File: config.mk
export PLATFORM = sky130hd
export DESIGN_NAME = mul_periph
export DESIGN_NICKNAME = d
export VERILOG_FILES = /design/src/rtl/mul_periph_pkg.sv /design/src/rtl/mul_core.sv /design/src/rtl/mul_periph.sv
export SDC_FILE = /design/constraint.sdc
export NUM_CORES = 1
export LEC_CHECK = 0
export ABC_AREA = 1
export CAP_MARGIN = 30
export CELL_PAD_IN_SITES_DETAIL_PLACEMENT = 0
export CELL_PAD_IN_SITES_GLOBAL_PLACEMENT = 1
export CORE_ASPECT_RATIO = 0.75
export CORE_MARGIN = 8
export CORE_UTILIZATION = 46
export DETAILED_ROUTE_END_ITERATION = 10
export PLACE_DENSITY = 0.89
export RECOVER_POWER = 100
export SKIP_LAST_GASP = 1
export SLEW_MARGIN = 15
export SYNTH_ARGS = -nofsm -noshare
export SYNTH_HDL_FRONTEND = slang
export SYNTH_SLANG_ARGS = --single-unit
File: constraint.sdc
create_clock -name clk -period 5.2 [get_ports clk]
set_input_delay 1.56 -clock clk [delete_from_list [all_inputs] [get_ports clk]]
set_output_delay 1.56 -clock clk [all_outputs]
set_load 0.005 [all_outputs]
File: src/rtl/mul_periph_pkg.sv
// Shared constants and types for the memory-mapped multiplier peripheral.
// Optional feature macro: MUL_PERIPH_HI_EN (upper product word at offset 4).
package mul_periph_pkg;

   localparam int W_DEF = 16;

   localparam logic [2:0] OFF_OPA    = 3'd0;
   localparam logic [2:0] OFF_OPB    = 3'd1;
   localparam logic [2:0] OFF_CTRL   = 3'd2;
   localparam logic [2:0] OFF_RES    = 3'd3;
   localparam logic [2:0] OFF_RES_HI = 3'd4;

   localparam int CTRL_START = 0;
   localparam int CTRL_CLEAR = 1;
   localparam int STAT_BUSY  = 0;
   localparam int STAT_DONE  = 1;

   typedef enum logic [1:0] {
      IDLE = 2'd0,
      RUN  = 2'd1,
      DONE = 2'd2
   } state_t;

endpackage

File: src/rtl/mul_core.sv
// Shift-add multiply engine: one multiplier bit per cycle, LSB first.
// With MUL_PERIPH_HI_EN it builds the full 2W-bit signed product (one extra cycle).
module mul_core
   import mul_periph_pkg::*;
#(
   parameter int W = W_DEF
) (
   input  logic         clk,
   input  logic         reset_n,
   input  logic         start,
   input  logic         clear_done,
   input  logic [W-1:0] opa,
   input  logic [W-1:0] opb,
   output logic [W-1:0] result,
   output logic [W-1:0] result_hi,
   output logic         busy,
   output logic         done
);

   localparam int CW = $clog2(W);

   state_t        state;
   logic [CW-1:0] count;
   logic          accept;
   logic          last;

   assign accept = start && (state != RUN);
   assign last   = (count == CW'(W - 1));

`ifdef MUL_PERIPH_HI_EN
   logic [2*W-1:0] mcand_p0;
   logic [2*W-1:0] acc_p0;
   logic [2*W-1:0] acc_next;
   logic [2*W-1:0] prod;
   logic [W-1:0]   mplier_p0;
   logic           neg_p0;
   logic           fin;

   function automatic logic [W-1:0] mag(input logic [W-1:0] v);
      return v[W-1] ? -v : v;
   endfunction

   assign acc_next = mplier_p0[0] ? (acc_p0 + mcand_p0) : acc_p0;
   assign prod     = neg_p0 ? -acc_p0 : acc_p0;

   // p0: magnitude shadows and 2W-bit accumulator
   always_ff @(posedge clk) begin
      if (accept) begin
         mcand_p0  <= {{W{1'b0}}, mag(opa)};
         mplier_p0 <= mag(opb);
         acc_p0    <= '0;
         neg_p0    <= opa[W-1] ^ opb[W-1];
      end else if (state == RUN && !fin) begin
         acc_p0    <= acc_next;
         mcand_p0  <= mcand_p0 << 1;
         mplier_p0 <= mplier_p0 >> 1;
      end
   end
`else
   logic [W-1:0] mcand_p0;
   logic [W-1:0] mplier_p0;
   logic [W-1:0] acc_p0;
   logic [W-1:0] acc_next;

   // Low W bits of a two's-complement product do not depend on signedness.
   assign acc_next  = mplier_p0[0] ? (acc_p0 + mcand_p0) : acc_p0;
   assign result_hi = '0;

   // p0: operand shadows and accumulator
   always_ff @(posedge clk) begin
      if (accept) begin
         mcand_p0  <= opa;
         mplier_p0 <= opb;
         acc_p0    <= '0;
      end else if (state == RUN) begin
         acc_p0    <= acc_next;
         mcand_p0  <= mcand_p0 << 1;
         mplier_p0 <= mplier_p0 >> 1;
      end
   end
`endif

   always_ff @(posedge clk or negedge reset_n) begin
      if (!reset_n) begin
         state  <= IDLE;
         count  <= '0;
         busy   <= 1'b0;
         done   <= 1'b0;
         result <= '0;
`ifdef MUL_PERIPH_HI_EN
         result_hi <= '0;
         fin       <= 1'b0;
`endif
      end else begin
         case (state)
            RUN: begin
`ifdef MUL_PERIPH_HI_EN
               if (fin) begin
                  result    <= prod[W-1:0];
                  result_hi <= prod[2*W-1:W];
                  fin       <= 1'b0;
                  busy      <= 1'b0;
                  done      <= 1'b1;
                  state     <= DONE;
               end else begin
                  count <= count + CW'(1);
                  fin   <= last;
               end
`else
               count <= count + CW'(1);
               if (last) begin
                  result <= acc_next;
                  busy   <= 1'b0;
                  done   <= 1'b1;
                  state  <= DONE;
               end
`endif
            end
            default: begin
               // start takes priority over clear_done when both are written
               if (accept) begin
                  state <= RUN;
                  count <= '0;
                  busy  <= 1'b1;
                  done  <= 1'b0;
               end else if (clear_done) begin
                  state <= IDLE;
                  done  <= 1'b0;
               end
            end
         endcase
      end
   end

endmodule

File: src/rtl/mul_periph.sv
// Bus-facing wrapper: address decode, OPA/OPB registers, read mux and irq.
// Optional feature macro: MUL_PERIPH_HI_EN (handled inside mul_core).
module mul_periph
   import mul_periph_pkg::*;
#(
   parameter logic [15:0] BASE_ADDR = 16'h6100,
   parameter int          W         = W_DEF
) (
   input  logic         clk,
   input  logic         reset_n,
   input  logic [15:0]  addrM,
   input  logic [W-1:0] outM,
   input  logic         writeM,
   output logic [W-1:0] rdata,
   output logic         sel,
   output logic         irq
);

   logic [2:0]   off;
   logic         wr;
   logic         start;
   logic         clear_done;
   logic [W-1:0] opa;
   logic [W-1:0] opb;
   logic [W-1:0] result;
   logic [W-1:0] result_hi;
   logic         busy;
   logic         done;

   assign sel        = (addrM[15:3] == BASE_ADDR[15:3]);
   assign off        = addrM[2:0];
   assign wr         = sel && writeM;
   assign start      = wr && (off == OFF_CTRL) && outM[CTRL_START];
   assign clear_done = wr && (off == OFF_CTRL) && outM[CTRL_CLEAR];

   always_ff @(posedge clk or negedge reset_n) begin
      if (!reset_n) begin
         opa <= '0;
         opb <= '0;
         irq <= 1'b0;
      end else begin
         if (wr && off == OFF_OPA) opa <= outM;
         if (wr && off == OFF_OPB) opb <= outM;
         irq <= done;
      end
   end

   mul_core #(.W(W)) u_core (
      .clk        (clk),
      .reset_n    (reset_n),
      .start      (start),
      .clear_done (clear_done),
      .opa        (opa),
      .opb        (opb),
      .result     (result),
      .result_hi  (result_hi),
      .busy       (busy),
      .done       (done)
   );

   always_comb begin
      rdata = '0;
      if (sel) begin
         case (off)
            OFF_OPA:    rdata = opa;
            OFF_OPB:    rdata = opb;
            OFF_CTRL: begin
               rdata[STAT_BUSY] = busy;
               rdata[STAT_DONE] = done;
            end
            OFF_RES:    rdata = result;
            OFF_RES_HI: rdata = result_hi;
            default:    rdata = '0;
         endcase
      end
   end

endmodule

# --- Word level (Yosys, flattened, before mapping) ---
# Index checks and enable logic that the tools add are counted.
# Widths: inputs -> output; s select.
op_classes:
  add_sub_neg: 2
  multipliers: 0
  div: 0
  order_cmp: 0
  eq_ne: 8
  shifts: 0
  muxes: 21
  bitwise: 0
  reduce_logical: 13
ops:
  columns: ["op", "count"]
  rows:
  - ["$mux 16", 6]
  - ["$pmux 14 s3", 1]
  - ["$add 16x16->16", 1]
  - ["$eq 13x12->1 const B", 1]
  - ["$mux 2", 4]
  - ["$mux 4", 2]
  - ["$pmux 2 s4", 1]
  - ["$logic_and 1x1->1", 7]
  - ["$mux 1", 7]
  - ["$eq 3x2->1 const B", 2]
  - ["$reduce_and 2->1", 3]
  - ["$add 4x1->4 const B", 1]
  - ["$eq 4x4->1 const B", 1]
  - ["$ne 2x1->1 const B", 2]
  - ["$eq 3x1->1 const B", 1]
  - ["$logic_not 3->1", 1]
  - ["$reduce_bool 3->1", 1]
  - ["$eq 2x1->1 const B", 1]
  - ["$reduce_bool 2->1", 1]
word_totals:
  reg_bits: 105
  latchBits: 0
  mem_bits_rw: 0
  mem_bits_ro: 0
  inputBits: 35
  out_inout_bits: 18
  word_cells: 55
  n_memories: 0

# --- Depth between registers and ports, before layout ---
logic_depth:
  word_depth: 7
  mapped_depth: 12
  mapped_depth_nobuf: 12

# --- Hierarchy ---
# A second synthesis with hierarchy kept.
unflattened:
  cells_unflattened: 831
  hier_area_um2: 6117.1
modules_own_cells:
  columns: ["mod", "n_inst", "cells_each", "area_each_um2", "seq_area_each_um2"]
  rows:
  - ["mul_core", 1, 517, 4043.9, 1856.8]
  - ["mul_periph", 1, 314, 2073.2, 825.8]

# --- Least setup slack after synthesis ---
# Ideal clock, no wire load.
synth_timing:
  kind: "input to output"
  start: "input addrM[6]"
  end: "output rdata[10]"
  arrival_time_ps: 2588
  t_required_ps: 3640
  path_slack_ps: 1052
  path_stages: 6
  n_path_buf: 1
  path_cell_list: "nor2_1 > nand3_1 > nor3_1 > o21ai_0 > clkbuf_1 > a31oi_1"
synth_via:
  elab_chain_len: 2
synth_lines:
  columns: ["element", "line_no", "source"]
  rows:
  - ["start: declaration", "mul_periph.sv:11", "input logic [15:0] addrM,"]
  - ["$eq 13x12->1", "mul_periph.sv:30", "assign sel = (addrM[15:3] == BASE_ADDR[15:3]);"]
  - ["$mux 16", "mul_periph.sv:63", "if (sel) begin"]
  - ["end: declaration", "mul_periph.sv:14", "output logic [W-1:0] rdata,"]
# Every way passes these cells.

# --- Worst setup path after layout ---
layout_timing:
  start: "input addrM[2]"
  end: "output rdata[1]"
layout_via:
  elab_chain_len: 3
  elab_cells_between_ends: 6
  classes_between: "eq/ne: 3; mux: 2; reduce/logical: 1"
layout_lines:
  columns: ["element", "line_no", "source"]
  rows:
  - ["$eq 3x2->1 (tied with other cells)", "mul_periph.sv:64", "case (off)"]
  - ["$pmux 2 s4 (*)", "mul_periph.sv:64", null]
  - ["$mux 16 (*)", "mul_periph.sv:63", null]
# Every way passes the cells marked *; elsewhere a longest branch is shown, timed or not.

==> metrics.yaml <==
global_routing:
  grt_pass1_wl_um: 22700
  grt-ovfl-total: 0
  antenna_found_initial: 0
  grt_max_degree: 57
  first_global_vias: 4766
  grt_use_total_pct: 17.7
timing:
  period_needed_ps: 5080
  max_freq_mhz: 197
  tightest_slew_ps: 3120
  drv_slew: 57
  fin_crit_sh_pct: 97.7
  max-slew-margin-rel_pct: -108
  final-setup-viol-count: 0
  hold_viol_final: 0
  skew_ps: 9.20
  grt_setup_unrepaired: "true"
worst_setup_path:
  crit_path_max_fanout: 16
  end_kind: "output port"
  critical_path_class: "in -> out"
  cp.arrival_ps: 3520
  r2r_end: "u_core.result[6]"
  r2r_setup_slack_ps: 2480
  required_ps: 3640
  r2r_cells: 9
  r2r-start: "u_core.count[0]"
  startpoint_type: "primary input"
routing:
  firstDrtPassIters: 5
  vias_per_cell: 5.07
  post_drt_wl_per_cell_um: 14.3
  drcViolationCount: 0
  routed_wl_um: 13500
  vias: 4784
  antenna_left: 0
  drt_iter0_markers: 300
placement:
  numPortBuffers: 52
  place_congestion: 0.876
  place_hpwl_um: 9960
hold_path:
  holdPathEnd: "irq"
  hp-start: "u_core.state[1]"
  hold_class: "reg -> reg"
  whs_path_depth: 0
yosys:
  synth-compound-area-share_pct: 8.06
  synth.top_cell.area_share_pct: 25.5
  synth_area_leader_cell: "dfrtp_1"
  synthXorXnorAreaFrac_pct: 0.957
  yosys-mux-area-fraction_pct: 0
  synthCells: 725
  ys_seq_elements: 104
  synth.distinct_cells: 29
  syn-mean-instance-area_um2: 7.58
  synth_top_family_by_area: "simple AND/OR/NAND/NOR gates"
  yosysWarnings: 0
  synthesis.nets: 777
  seq_area_frac_synth_pct: 48.8
  netlist_area_um2: 5490
  yosys-top-cells-area: "dfrtp_1 (26%), nand2_1 (21%), edfxtp_1 (17%), dfxtp_1 (5.8%), inv_1 (5.5%)"
  synth-simple-area-share_pct: 30.5
  synthAdderAreaFrac_pct: 4.01
flow_run:
  cap_viol_max_count: 1
floorplan:
  die_area_um2: 15700
  start_util_pct: 47.3
  die_x_um: 142
  rows: 34
  die_y_um: 111
  io_pins: 53
  fp.coreArea_um2: 11600
power:
  p_comb_share_pct: 3.5
  finalPower_mw: 1.56
  cellPowerDensity_nw_per_um2: 238
  p_leak_nw: 3.07
  max-vdd-ir-drop_mv: 0.192
  clkPwrFrac_pct: 42.7
  switchingPower_uw: 323
  power.internal_mw: 1.23
  seqPwrFrac_pct: 53.8
  swShare_pct: 20.8
cts:
  clock_path_buffers: 2
  numCtsBuffers: 9
  h-tree-depth: 3
  cts_tree: "yes"
  postCtsSetupBuffers: 0
  clock_latency_ps: 340
  cts_sinks: 104
  cts_root_buf: "clkbuf_16"
  clk_pin_slew_ps: 70
run_status:
  violations: "capacitance limit, slew limit"
  outcome: "finished with violations"
final_layout:
  drive_above_1_share_pct: 5.89
  fin_util_pct: 56.3
  syn2layout_area_growth_pct: 19.0
  n_fill_cell: 1044
  antenna_cells: 0
  nets: 828
registers in the layout, summed over array words and instances (netlist names), 2 cells and up:
name and cells:
u_core.mcand_p0 16, u_core.mplier_p0 16, opb 16, opa 16, u_core.result 16, u_core.state 2, u_core.count 4, u_core.acc_p0 16
metrics by stage:
| stage | std cells | cell area (µm²) | hold slack, ps | setup WS (ps) | setup TNS [ps] |
|---|---|---|---|---|---|
| finish | 943 | 6540 | 380 | 120 | 0 |
| global route | 943 | 6540 | 394 | -27.4 | -27.4 |
| CTS | 942 | 6500 | 381 | 19.9 | 0 |
| detailed placement | 926 | 6200 | 368 | 22.0 | 0 |
| global placement | 925 | 6190 | 367 | 105 | 0 |
| floorplan | 725 | 5490 | 354 | 1050 | 0 |
critical path: stages:
cell and delay [ps]:
clkdlybuf4s50_1 570, nor3_2 270, buf_12 190, inv_1 60
o22ai_1 200, nor2_1 70, nor2_1 90, clkdlybuf4s50_1 510
logic make-up (layout without fill, tap and decap cells):
logic type                 count (synthesis)  after routing
and+or+nand+nor                          409            409
xor gates and xnor gates                   6              6
adders and majority gates                 17             17
AOI/OAI and AO/OA                         83             83
DFF                                      104            104
buffers and inverters                    106            162
area by class of cell:
type / count / area [µm²] / share of cell area [%]
timing repair buffer: 63 / 627 / 9.59
tap: 162 / 203 / 3.10
clock inverter: 4 / 35.0 / 0.536
sequential: 104 / 2680 / 41.0
multi-input combinational: 515 / 2410 / 36.9
clock buffer: 12 / 267 / 4.08
inverter: 83 / 312 / 4.77
power groups by stage:
stage,Clock [mW],Combinational (mW),Sequential (mW)
after floorplan,0,0.0111,0.854
after global routing,0.709,0.0601,0.837
after CTS,0.680,0.0546,0.837
final,0.666,0.0545,0.837
after global placement,0,0.0535,0.854
after detailed placement,0,0.0543,0.854
synthesized netlist by cell type (all sizes together):
master and instances:
a21oi 7, a2bb2oi 1, a31oi 14, and2 1
buf 8, clkbuf 15, clkinv 2, dfrtp 56
dfxtp 16, edfxtp 32, fa 1, ha 16
inv 81, nand2 311, nand3 46, nand3b 1
nand4 4, nor2 28, nor3 8, o21ai 56
o22ai 5, or2 10, xnor2 5, xor2 1
layout by cell type (no fill, tap or decap), drive strengths merged:
| cell type | Yosys | routed |
|---|---|---|
| nand2 | 311 | 311 |
| inv | 81 | 83 |
| o21ai | 56 | 56 |
| dfrtp | 56 | 56 |
| clkdlybuf4s50 | 0 | 49 |
| nand3 | 46 | 46 |
| edfxtp | 32 | 32 |
| nor2 | 28 | 28 |
| ha | 16 | 16 |
| dfxtp | 16 | 16 |
| a31oi | 14 | 14 |
| clkbuf | 15 | 14 |
| or2 | 10 | 10 |
| buf | 8 | 10 |
| nor3 | 8 | 8 |
| a21oi | 7 | 7 |
| o22ai | 5 | 5 |
| xnor2 | 5 | 5 |
| nand4 | 4 | 4 |
| clkinv | 2 | 4 |
| dlymetal6s2s | 0 | 2 |
| a2bb2oi | 1 | 1 |
| nand3b | 1 | 1 |
| and2 | 1 | 1 |
| xor2 | 1 | 1 |
| fa | 1 | 1 |
repair_timing:
| item | 4_1_cts | 5_1_grt |
|---|---|---|
| hold buffers | 0 | 0 |
| gates resized for setup | 0 | 6 |
| setup endpoints to repair | 0 | 16 |
worst max path at each step:
stage	cells past startpoint	start	end	slack, ps
6_report	8	addrM[2]	rdata[1]	120
3_5_place_dp	7	addrM[0]	rdata[14]	20
2_1_floorplan	6	addrM[6]	rdata[10]	1050
3_3_place_gp	7	addrM[0]	rdata[8]	100
4_1_cts	7	addrM[0]	rdata[14]	20
5_1_grt	9	addrM[13]	rdata[8]	-30
layer usage:
metal	part of all wire, %	up-vias	GRT usage (%)	wire, µm
met5	0	-	0	0
met3	5.4	8	4.69	721
met2	46	118	28.9	6210
li1	-	2410	-	-
met1	48	2248	23.0	6430
met4	0.74	0	4.00	100
Power figures use the tool's default switching activity.
